## config.mk

```make
export PLATFORM = sky130hd
export DESIGN_NAME = frame_scanout_flat
export DESIGN_NICKNAME = d
export VERILOG_FILES = /design/src/rtl/scanout_pkg.sv /design/src/rtl/frame_scanout_if.sv /design/src/rtl/scanout_timing_gen.sv /design/src/rtl/frame_scanout.sv /design/src/flat_wrapper.sv
export SDC_FILE = /design/constraint.sdc
export NUM_CORES = 1
export LEC_CHECK = 0
export CORE_MARGIN = 2
export CORE_UTILIZATION = 54
export CTS_CLUSTER_DIAMETER = 40
export CTS_CLUSTER_SIZE = 40
export DETAILED_ROUTE_END_ITERATION = 8
export PLACE_DENSITY = 0.79
export SLEW_MARGIN = 25
export SYNTH_ARGS = -nofsm -noshare
export SYNTH_HDL_FRONTEND = slang
export SYNTH_SLANG_ARGS = --single-unit
```

## constraint.sdc

```tcl
create_clock -name clk -period 4.5 [get_ports clk]
set_input_delay 0.9 -clock clk [delete_from_list [all_inputs] [get_ports clk]]
set_output_delay 0.9 -clock clk [all_outputs]
set_load 0.01 [all_outputs]
```

## src/rtl/scanout_pkg.sv

```systemverilog
// rtl/scanout_pkg.sv - shared types and constants for the frame scan-out block
//
// Purpose: FSM state encoding and the SRAM read-to-pixel latency used by
//          frame_scanout and its helpers.
package scanout_pkg;

    typedef enum logic [1:0] {
        S_IDLE,
        S_SCAN,
        S_STOPPING
    } scan_state_e;

    // Cycles from read_addrs to the registered pixel_out/pixel_valid.
    localparam int SCANOUT_RD_LAT = 2;

endpackage

```

## src/rtl/frame_scanout_if.sv

```systemverilog
// rtl/frame_scanout_if.sv - SRAM, pixel and swap handshake bundle for frame_scanout
//
// Purpose: groups the SRAM read port, the pixel stream and the renderer swap
//          handshake of frame_scanout.
// Signals:
//   swap_req    renderer -> scanout, one-cycle pulse: back buffer complete
//   swap_ack    scanout -> renderer, one-cycle pulse: swap performed
//   flip        scanout -> SRAM, one-cycle buffer flip pulse
//   read_addrs  scanout -> SRAM, per-channel read address (all identical)
//   data_outs   SRAM -> scanout, per-channel read data, one cycle after address
//   pixel_out   scanout -> display, channel 0 in LSBs
//   pixel_valid scanout -> display, pixel_out is an active pixel
//   hsync       scanout -> display, high during horizontal blank
//   vsync       scanout -> display, high during vertical blank lines
// Modports: master = scan-out side, slave = SRAM/renderer/display side.
interface frame_scanout_if #(
    parameter int CHANNELS  = 1,
    parameter int ADDR_SIZE = 8,
    parameter int DATA_SIZE = 1
) ();

    logic                                     swap_req;
    logic                                     swap_ack;
    logic                                     flip;
    logic [CHANNELS-1:0][ADDR_SIZE-1:0]       read_addrs;
    logic [CHANNELS-1:0][DATA_SIZE-1:0]       data_outs;
    logic [DATA_SIZE*CHANNELS-1:0]            pixel_out;
    logic                                     pixel_valid;
    logic                                     hsync;
    logic                                     vsync;

    modport master (
        input  swap_req,
        input  data_outs,
        output swap_ack,
        output flip,
        output read_addrs,
        output pixel_out,
        output pixel_valid,
        output hsync,
        output vsync
    );

    modport slave (
        output swap_req,
        output data_outs,
        input  swap_ack,
        input  flip,
        input  read_addrs,
        input  pixel_out,
        input  pixel_valid,
        input  hsync,
        input  vsync
    );

endinterface

```

## src/rtl/scanout_timing_gen.sv

```systemverilog
// rtl/scanout_timing_gen.sv - raster h/v counters and blanking flags
//
// Purpose: horizontal/vertical raster counters for the scan-out stage.
// Ports:
//   clk, rst     clock, synchronous active-high reset (counters to 0)
//   run          advance the raster by one pixel this cycle
//   active       current position is a visible pixel
//   h_blank      current position is in horizontal blank
//   v_blank      current position is on a vertical blank line
//   frame_last   current position is the last cycle of the frame
//   next_active  the position after this one (if advanced) is visible
//   parity       (h ^ v) & 1 of the current position
module scanout_timing_gen #(
    parameter int H_ACTIVE = 16,
    parameter int V_ACTIVE = 16,
    parameter int H_BLANK  = 4,
    parameter int V_BLANK  = 2
) (
    input  logic clk,
    input  logic rst,
    input  logic run,
    output logic active,
    output logic h_blank,
    output logic v_blank,
    output logic frame_last,
    output logic next_active,
    output logic parity
);

    localparam int H_TOTAL = H_ACTIVE + H_BLANK;
    localparam int V_TOTAL = V_ACTIVE + V_BLANK;
    localparam int HW      = $clog2(H_TOTAL);
    localparam int VW      = $clog2(V_TOTAL);

    logic [HW-1:0] h_cnt;
    logic [HW-1:0] h_nxt;
    logic [VW-1:0] v_cnt;
    logic [VW-1:0] v_nxt;
    logic          h_wrap;
    logic          v_wrap;

    always_comb begin
        h_wrap = (h_cnt == HW'(H_TOTAL - 1));
        v_wrap = (v_cnt == VW'(V_TOTAL - 1));
        h_nxt  = h_wrap ? '0 : h_cnt + 1'b1;
        v_nxt  = h_wrap ? (v_wrap ? '0 : v_cnt + 1'b1) : v_cnt;
    end

    // Counters sit at 0 while not running; a frame always ends on a wrap,
    // so stopping leaves them at the frame origin.
    always_ff @(posedge clk) begin
        if (rst) begin
            h_cnt <= '0;
            v_cnt <= '0;
        end else if (run) begin
            h_cnt <= h_nxt;
            v_cnt <= v_nxt;
        end
    end

    assign h_blank     = (h_cnt >= HW'(H_ACTIVE));
    assign v_blank     = (v_cnt >= VW'(V_ACTIVE));
    assign active      = !h_blank && !v_blank;
    assign frame_last  = h_wrap && v_wrap;
    assign next_active = (h_nxt < HW'(H_ACTIVE)) && (v_nxt < VW'(V_ACTIVE));
    assign parity      = h_cnt[0] ^ v_cnt[0];

endmodule

```

## src/rtl/frame_scanout.sv

```systemverilog
// rtl/frame_scanout.sv - raster scan-out of the SRAM front buffer with buffer flip
//
// Purpose: raster-scans the front buffer, drives the SRAM read address,
//          realigns the returned data into a pixel stream with hsync/vsync
//          and issues the buffer flip at frame end when a swap is pending.
// Ports:
//   clk        clock
//   rst        synchronous active-high reset; aborts the frame, no flip
//   enable     run scan-out; deassertion takes effect at frame end
//   test_mode  (only with SCANOUT_TEST_PATTERN_EN) checkerboard instead of SRAM data
//   bus        frame_scanout_if master: SRAM port, pixel stream, swap handshake
// Configuration macro: SCANOUT_TEST_PATTERN_EN adds the test_mode input.
module frame_scanout
    import scanout_pkg::*;
#(
    parameter int CHANNELS  = 1,
    parameter int ADDR_SIZE = 8,
    parameter int DATA_SIZE = 1,
    parameter int H_ACTIVE  = 16,
    parameter int V_ACTIVE  = 16,
    parameter int H_BLANK   = 4,
    parameter int V_BLANK   = 2
) (
    input  logic clk,
    input  logic rst,
    input  logic enable,
`ifdef SCANOUT_TEST_PATTERN_EN
    input  logic test_mode,
`endif
    frame_scanout_if.master bus
);

    localparam int PW  = DATA_SIZE * CHANNELS;
    localparam int LAT = SCANOUT_RD_LAT;
    localparam int PL  = LAT - 1;

`ifndef SCANOUT_TEST_PATTERN_EN
    // Without the pattern port the pattern select is tied off.
    logic test_mode;
    assign test_mode = 1'b0;
`endif

    scan_state_e          state;
    logic                 running;
    logic                 active;
    logic                 h_blank;
    logic                 v_blank;
    logic                 frame_last;
    logic                 next_active;
    logic                 parity;
    logic                 pending;
    logic                 flip_now;
    logic [ADDR_SIZE-1:0] addr;
    logic [LAT-1:0]       act_sr;
    logic [LAT-1:0]       hs_sr;
    logic [LAT-1:0]       vs_sr;
    logic [PL-1:0]        par_sr;
    logic [PW-1:0]        pix_r;

    assign running = (state != S_IDLE);

    scanout_timing_gen #(
        .H_ACTIVE (H_ACTIVE),
        .V_ACTIVE (V_ACTIVE),
        .H_BLANK  (H_BLANK),
        .V_BLANK  (V_BLANK)
    ) u_timing (
        .clk         (clk),
        .rst         (rst),
        .run         (running),
        .active      (active),
        .h_blank     (h_blank),
        .v_blank     (v_blank),
        .frame_last  (frame_last),
        .next_active (next_active),
        .parity      (parity)
    );

    // A request arriving in the last cycle itself is honoured in that cycle,
    // so the flip decode looks at swap_req directly as well as the flag.
    assign flip_now     = running && frame_last && (pending || bus.swap_req);
    assign bus.flip     = flip_now;
    assign bus.swap_ack = flip_now;

    // SCAN and STOPPING scan identically; enable is only acted on at frame
    // end, where it decides between another frame and IDLE.
    always_ff @(posedge clk) begin
        if (rst) begin
            state   <= S_IDLE;
            pending <= 1'b0;
        end else begin
            case (state)
                S_IDLE: begin
                    if (enable) state <= S_SCAN;
                end
                S_SCAN, S_STOPPING: begin
                    if (frame_last) state <= enable ? S_SCAN : S_IDLE;
                    else            state <= enable ? S_SCAN : S_STOPPING;
                end
                default: state <= S_IDLE;
            endcase
            pending <= flip_now ? 1'b0 : (pending || bus.swap_req);
        end
    end

    // Running linear address: steps only into visible pixels, so it holds the
    // last visible address through blanking and lands on v*H_ACTIVE+h
    // without a multiplier.
    always_ff @(posedge clk) begin
        if (rst || !running || frame_last) begin
            addr <= '0;
        end else if (next_active) begin
            addr <= addr + 1'b1;
        end
    end

    assign bus.read_addrs = {CHANNELS{addr}};

    // Sideband delay lines; the oldest stage is the registered output.
    // The pixel register samples SRAM data one stage earlier, where it
    // lines up with its own address.
    always_ff @(posedge clk) begin
        if (rst) begin
            act_sr <= '0;
            hs_sr  <= '0;
            vs_sr  <= '0;
            par_sr <= '0;
            pix_r  <= '0;
        end else begin
            act_sr <= {act_sr[LAT-2:0], running && active};
            hs_sr  <= {hs_sr[LAT-2:0],  running && h_blank};
            vs_sr  <= {vs_sr[LAT-2:0],  running && v_blank};
            par_sr <= PL'({par_sr, parity});
            if (!act_sr[LAT-2])  pix_r <= '0;
            else if (test_mode)  pix_r <= {PW{par_sr[PL-1]}};
            else                 pix_r <= bus.data_outs;
        end
    end

    assign bus.pixel_out   = pix_r;
    assign bus.pixel_valid = act_sr[LAT-1];
    assign bus.hsync       = hs_sr[LAT-1];
    assign bus.vsync       = vs_sr[LAT-1];

endmodule

```

## src/flat_wrapper.sv

```systemverilog
// flat-port wrapper written by rule: the top's interface ports become plain ports
module frame_scanout_flat import scanout_pkg::*;
#(
    parameter int CHANNELS  = 1,
    parameter int ADDR_SIZE = 8,
    parameter int DATA_SIZE = 1,
    parameter int H_ACTIVE  = 16,
    parameter int V_ACTIVE  = 16,
    parameter int H_BLANK   = 4,
    parameter int V_BLANK   = 2
)
  (clk, rst, enable, bus_swap_req, bus_data_outs, bus_swap_ack, bus_flip, bus_read_addrs, bus_pixel_out, bus_pixel_valid, bus_hsync, bus_vsync);
  frame_scanout_if #(.CHANNELS(CHANNELS), .ADDR_SIZE(ADDR_SIZE), .DATA_SIZE(DATA_SIZE)) bus_i ();
  input  logic clk;
  input  logic rst;
  input  logic enable;
  input wire logic [$bits(bus_i.swap_req)-1:0] bus_swap_req;
  input wire logic [$bits(bus_i.data_outs)-1:0] bus_data_outs;
  output wire logic [$bits(bus_i.swap_ack)-1:0] bus_swap_ack;
  output wire logic [$bits(bus_i.flip)-1:0] bus_flip;
  output wire logic [$bits(bus_i.read_addrs)-1:0] bus_read_addrs;
  output wire logic [$bits(bus_i.pixel_out)-1:0] bus_pixel_out;
  output wire logic [$bits(bus_i.pixel_valid)-1:0] bus_pixel_valid;
  output wire logic [$bits(bus_i.hsync)-1:0] bus_hsync;
  output wire logic [$bits(bus_i.vsync)-1:0] bus_vsync;
  assign bus_i.swap_req = bus_swap_req;
  assign bus_i.data_outs = bus_data_outs;
  assign bus_swap_ack = bus_i.swap_ack;
  assign bus_flip = bus_i.flip;
  assign bus_read_addrs = bus_i.read_addrs;
  assign bus_pixel_out = bus_i.pixel_out;
  assign bus_pixel_valid = bus_i.pixel_valid;
  assign bus_hsync = bus_i.hsync;
  assign bus_vsync = bus_i.vsync;
  frame_scanout #(.CHANNELS(CHANNELS), .ADDR_SIZE(ADDR_SIZE), .DATA_SIZE(DATA_SIZE), .H_ACTIVE(H_ACTIVE), .V_ACTIVE(V_ACTIVE), .H_BLANK(H_BLANK), .V_BLANK(V_BLANK)) u_core (.clk(clk), .rst(rst), .enable(enable), .bus(bus_i));
endmodule
```

==> results.cfg, run 1 <==
[sta]
worst_slack_ps = 1310
hold_viol_final = 0
fmax_mhz = 314
rsz0062_at_grt = false
setup_viol = 0
relSlewSlack = 0.624
worst_pin_slew_ps = 562
fin_crit_ps = 3190
setup-tns-final_ps = 0
period_share = 0.709
drv_slew = 0
fin_skew_ps = 1.68

[floorplan]
dieArea_um2 = 2850
fp.coreArea_um2 = 2250
rows = 17
die_x_um = 53.3
initial_core_util = 0.583
io_pins = 19
die_h_um = 53.3

[global_routing]
grt_pass1_wl_um = 4220
grt_max_degree = 17
grt_pass1_vias = 1052
antenna_found_initial = 0
grt_usage = 0.200
grt-ovfl-total = 0

[placement]
post-place-ws_ps = 1410
place_hpwl_um = 1790
portBuffers = 18
place_area_um2 = 1510
gp_congestion = 0.792

[critical_path]
worstPathRequired_ps = 3600
cp-end-kind = output port
crit_type = reg2out
arrival_ps = 2290
setup.worst_path.start = u_core.u_timing.h_cnt[0]$_SDFFE_PP0N_
r2r_start = u_core.state[0]$_SDFFE_PP0P_
critPathLaunchType = register
critPathMaxFanout = 8

[drt]
vias = 1065
wl_per_cell_um = 12.5
drc = 0
wirelength_um = 2400
ant_nets = 0
dr.pass1.iters = 4
drtIter0Drc = 15
viasPerCell = 5.52

[outcome]
status = finished clean

[clocking]
cts_hold_buf = 0
postCtsSetupBuffers = 0
post_cts_resized = 0
clk_pin_slew_ps = 150
root_buffer = clkbuf_4
clkLatencyLatePin_ps = 320
clk_path_buf_depth = 2
numCtsBuffers = 3
cts_max_level = 1
cts_tree = done
cts_sinks = 28

[synth]
synth_seq_cells = 28
synthMuxAreaShare = 0.0228
yosysTopAreaCell = dfxtp_1
syn_area_um2 = 1320
synth_xor_xnor_area_share = 0.0266
syn_nets = 158
synth-main-ff-cell = dfxtp_1
synth.yosys.warnings = 0
synth_top_area_frac = 0.426
synthTopCellsByArea = dfxtp_1 43%, ha_1 5.7%, nor2_1 4.3%
synth_top_family_by_area = simple AND/OR/NAND/NOR gates
synthTopCellsByCount = 28 x dfxtp_1, 15 x nor2_1, 11 x nand2_1, 9 x a21oi_1, 7 x and3_1
synth-compound-area-share = 0.123
synth_fa_ha_area_frac = 0.0571
synth_cell_types = 39
synthArstFlopShare = 0
synth_edf_count = 0
seq_area_frac_synth = 0.426
synthSimpleGateAreaFrac = 0.312
yosysMostFrequentCell = dfxtp_1
netlist_instances = 147
post_synth.cell_area_avg_um2 = 8.95

[final_layout]
drive_above_1_share = 0.0606
fillers = 197
multi_input_area_um2 = 712
finalNetCount = 177
design_area_um2 = 1570
area_growth_pct = 19.1
n_antenna_cell = 0
regArea_um2 = 561

[min_path]
min_path_type = reg2reg
worstHoldStart = u_core.hs_sr[0]$_SDFF_PP0_

[run]
maxCapViolCount = 0

[power_and_ir_drop]
p_total_uw = 460
p_leak_uw = 0.000636
power-per-cell-area_nw_per_um2 = 294
ir_drop_uv = 200
power breakdown:
part	total [µW]	internal, µW	switching [µW]
logic	38.7	18.0	20.7
registers	259	255	4.45
clock network	163	90.0	72.6
total	460	363	97.7
cells in the final DEF, fill, tap and decap left out, types with 3 or more instances in the layout:
master           netlist  final
a21oi_1                9      9
and2_1                 5      5
and3_1                 7      7
clkbuf_4               0      3
clkdlybuf4s50_1        0     18
dfxtp_1               28     28
ha_1                   6      6
inv_1                  5      5
mux2i_1                3      3
nand2_1               11     11
nand2b_1               3      3
nand3_1                5      5
nor2_1                15     15
nor2b_1                6      6
nor3_1                 4      4
o211ai_1               3      3
o21ai_0                3      3
o21ai_1                3      3
or4_1                  3      3
xor2_1                 3      3
final timing paths:
path / end / slack [ps] / cells past startpoint
max: bus_swap_ack / 1310 / 6
min: u_core.hs_sr[1]$_SDFF_PP0_ / 450 / 1
max reg2reg: u_core.u_timing.v_cnt[3]$_SDFFE_PP0P_ / 2520 / 7
min reg2reg: u_core.hs_sr[1]$_SDFF_PP0_ / 450 / 1
cells by family after synthesis:
logic type	Yosys count
flops	28
simple gates	72
compound gates	24
mux	3
fa+ha+maj	6
buf+inv	10
xor+xnor	4
state kept, by name, indices dropped and copies added (netlist names):
register	count
u_core.bus.pixel_out	1
u_core.hs_sr	2
u_core.vs_sr	2
u_core.bus.read_addrs	8
u_core.state	2
u_core.u_timing.v_cnt	5
u_core.pending	1
u_core.act_sr	2
u_core.u_timing.h_cnt	5
per-stage QoR:
stage | hold slack (ps) | std cells | utilization
after CTS | 455 | 193 | 0.695
after floorplan | 414 | 147 | -
after detailed placement | 420 | 189 | 0.671
after global placement | 418 | 189 | 0.671
final | 453 | 193 | 0.695
after global routing | 474 | 193 | 0.695
layer usage:
metal  GRT usage  vias up  wire [µm]
li1            -      554          -
met3      0.0282        2         87
met4      0.0897        0         17
met5           0        -          0
met2       0.356       19       1190
met1       0.233      490       1110
layout make-up:
type                       instances  share of cell area
multi-input combinational        109               0.454
sequential                        28               0.358
timing repair buffer              19               0.120
tap                               28              0.0224
clock inverter                     1              0.0192
clock buffer                       3              0.0144
inverter                           5              0.0120
critical path, stage by stage, from the launching register on:
cell and delay (ps):
dfxtp_1 410, ha_1 210, nor4bb_1 220, buf_4 210, nand2_1 100, nor3_1 240
clkdlybuf4s50_1 580
Note: power is estimated with default switching activity, not from simulation.
==> inputs of run 2 (changes only) <==
--- a/config.mk
+++ b/config.mk
@@ -6,11 +6,11 @@
 export NUM_CORES = 1
 export LEC_CHECK = 0
 export CORE_MARGIN = 2
-export CORE_UTILIZATION = 54
+export CORE_UTILIZATION = 47
 export CTS_CLUSTER_DIAMETER = 40
 export CTS_CLUSTER_SIZE = 40
 export DETAILED_ROUTE_END_ITERATION = 8
-export PLACE_DENSITY = 0.79
+export PLACE_DENSITY = 0.73
 export SLEW_MARGIN = 25
 export SYNTH_ARGS = -nofsm -noshare
 export SYNTH_HDL_FRONTEND = slang
==> constraint.sdc (replaced) <==
create_clock -name clk -period 2.7 [get_ports clk]
set_input_delay 0.54 -clock clk [delete_from_list [all_inputs] [get_ports clk]]
set_output_delay 0.54 -clock clk [all_outputs]
set_load 0.01 [all_outputs]
==> run 2 against run 1 <==
Effect of this change: setup slack lost 1000 ps; combinational power up 72%; non-clock buffer count is 1 higher; design area up 0.96%; routed wire length is 5.1% higher; sequential cell count is the same; core utilization decreased by 11 points; die area is 14% higher; critical endpoint is now bus_flip; largest cell class unchanged.
==> results.cfg, run 2 (synthesized netlist as in run 1, its figures left out) <==
[final_layout]
largest_reg_flops = 8
drive_above_1_share = 0.0723
layout_common_cells = 28 x dfxtp_1, 16 x clkdlybuf4s50_1, 15 x nor2_1, 11 x nand2_1, 9 x a21oi_1
fillers = 256
area_growth_pct = 20.3
n_antenna_cell = 0
finalNetCount = 178
final_common_cell = dfxtp_1
stdcell_count = 197

[placement]
portBuffers = 18
place_hpwl_um = 1860
dpl.cell_count = 193
gp_congestion = 0.823

[floorplan]
fp.coreArea_um2 = 2710
io_pins = 19
dieArea_um2 = 3240
die_h_um = 56.9
initial_core_util = 0.485
die_x_um = 56.9
rows = 19

[critical_path]
worstPathRequired_ps = 2160
r2r_start = u_core.state[1]$_SDFFE_PP0P_
reg2reg_depth = 7
critPathMaxFanout = 4
crit_type = reg2out
reg2reg_slack_ps = 670
cp-end-kind = output port
rr_endpoint = u_core.u_timing.v_cnt[3]$_SDFFE_PP0P_
arrival_ps = 1860
critPathLaunchType = register

[drt]
wl_per_cell_um = 12.8
drc = 0
ant_nets = 0
vias = 1087
dr.pass1.iters = 4
viasPerCell = 5.52
drtIter0Drc = 21
wirelength_um = 2530

[clocking]
cts_sinks = 28
clk_path_buf_depth = 2
root_buffer = clkbuf_4
cts_tree = done
postCtsSetupBuffers = 0
clk_pin_slew_ps = 150
cts_hold_buf = 0
post_cts_resized = 3
clkLatencyLatePin_ps = 330
cts_max_level = 1
numCtsBuffers = 3

[global_routing]
grt_pass1_wl_um = 4350
grt_usage = 0.170
grt-ovfl-total = 0
antenna_found_initial = 0
grt_pass1_vias = 983
grt_max_degree = 17

[outcome]
status = finished clean

[sta]
rsz0062_at_grt = false
setup-tns-final_ps = 0
worst_pin_slew_ps = 529
relSlewSlack = 0.646
fin_skew_ps = 5.83
setup_viol = 0
hold_viol_final = 0
fmax_mhz = 417
period_share = 0.889
fin_crit_ps = 2400
drv_slew = 0

[min_path]
whs_path_depth = 1
worstHoldStart = u_core.vs_sr[0]$_SDFF_PP0_
holdPathEnd = u_core.vs_sr[1]$_SDFF_PP0_
min_path_type = reg2reg

[power_and_ir_drop]
p_total_uw = 772
p_leak_uw = 0.000651
power-per-cell-area_nw_per_um2 = 488
ir_drop_uv = 453

[run]
maxCapViolCount = 0
[run 2: changes by cell type in the layout (fill, tap and decap cells not counted)]
cell,before,now
dlygate4sd2_1,0,2
clkdlybuf4s50_1,18,16
nor4bb_1,1,0
buf_4,1,2
nor4bb_2,0,1
[run 2: stage by stage]
step	setup WS [ps]	hold slack [ps]	util	area, µm²
global route	75.1	478	0.584	1580
detailed placement	296	432	0.563	1530
floorplan	599	414	-	1320
global placement	271	420	0.563	1530
CTS	261	461	0.584	1580
finish	300	457	0.584	1580
[run 2: cell type report]
class                      count  area (µm²)  share of cell area
multi-input combinational    109         718               0.454
sequential                    28         561               0.354
timing repair buffer          20         193               0.122
tap                           31        38.8              0.0245
clock inverter                 1        30.0              0.0190
clock buffer                   3        22.5              0.0142
inverter                       5        18.8              0.0119
[run 2: critical path, cell delays in order, from the launching register on]
cell	delay [ps]
dfxtp_1	400
ha_1	220
nor4bb_2	260
nand2_1	130
nor3_1	210
dlygate4sd2_1	310
[run 2: worst max path at each step]
stage / startpoint / endpoint / depth (start not counted)
5_1_grt: u_core.u_timing.h_cnt[0]$_SDFFE_PP0N_ / bus_flip / 5
2_1_floorplan: u_core.u_timing.h_cnt[0]$_SDFFE_PP0N_ / bus_swap_ack / 6
3_3_place_gp: bus_swap_req / bus_flip / 4
6_report: u_core.u_timing.h_cnt[0]$_SDFFE_PP0N_ / bus_flip / 5
3_5_place_dp: u_core.u_timing.h_cnt[0]$_SDFFE_PP0N_ / bus_flip / 5
4_1_cts: u_core.u_timing.h_cnt[0]$_SDFFE_PP0N_ / bus_flip / 5
[run 2: report_power, final]
| group | total [µW] | switching, µW | internal, µW |
|---|---|---|---|
| logic | 66.6 | 35.5 | 31.1 |
| clock network | 274 | 123 | 150 |
| registers | 432 | 7.32 | 424 |
[run 2: routing by layer]
| layer | track usage | vias up | routed length, µm |
|---|---|---|---|
| li1 | - | 553 | - |
| met1 | 0.215 | 497 | 1160 |
| met2 | 0.273 | 33 | 1190 |
| met3 | 0.0576 | 4 | 141 |
| met4 | 0.0532 | 0 | 36 |
| met5 | 0 | - | 0 |
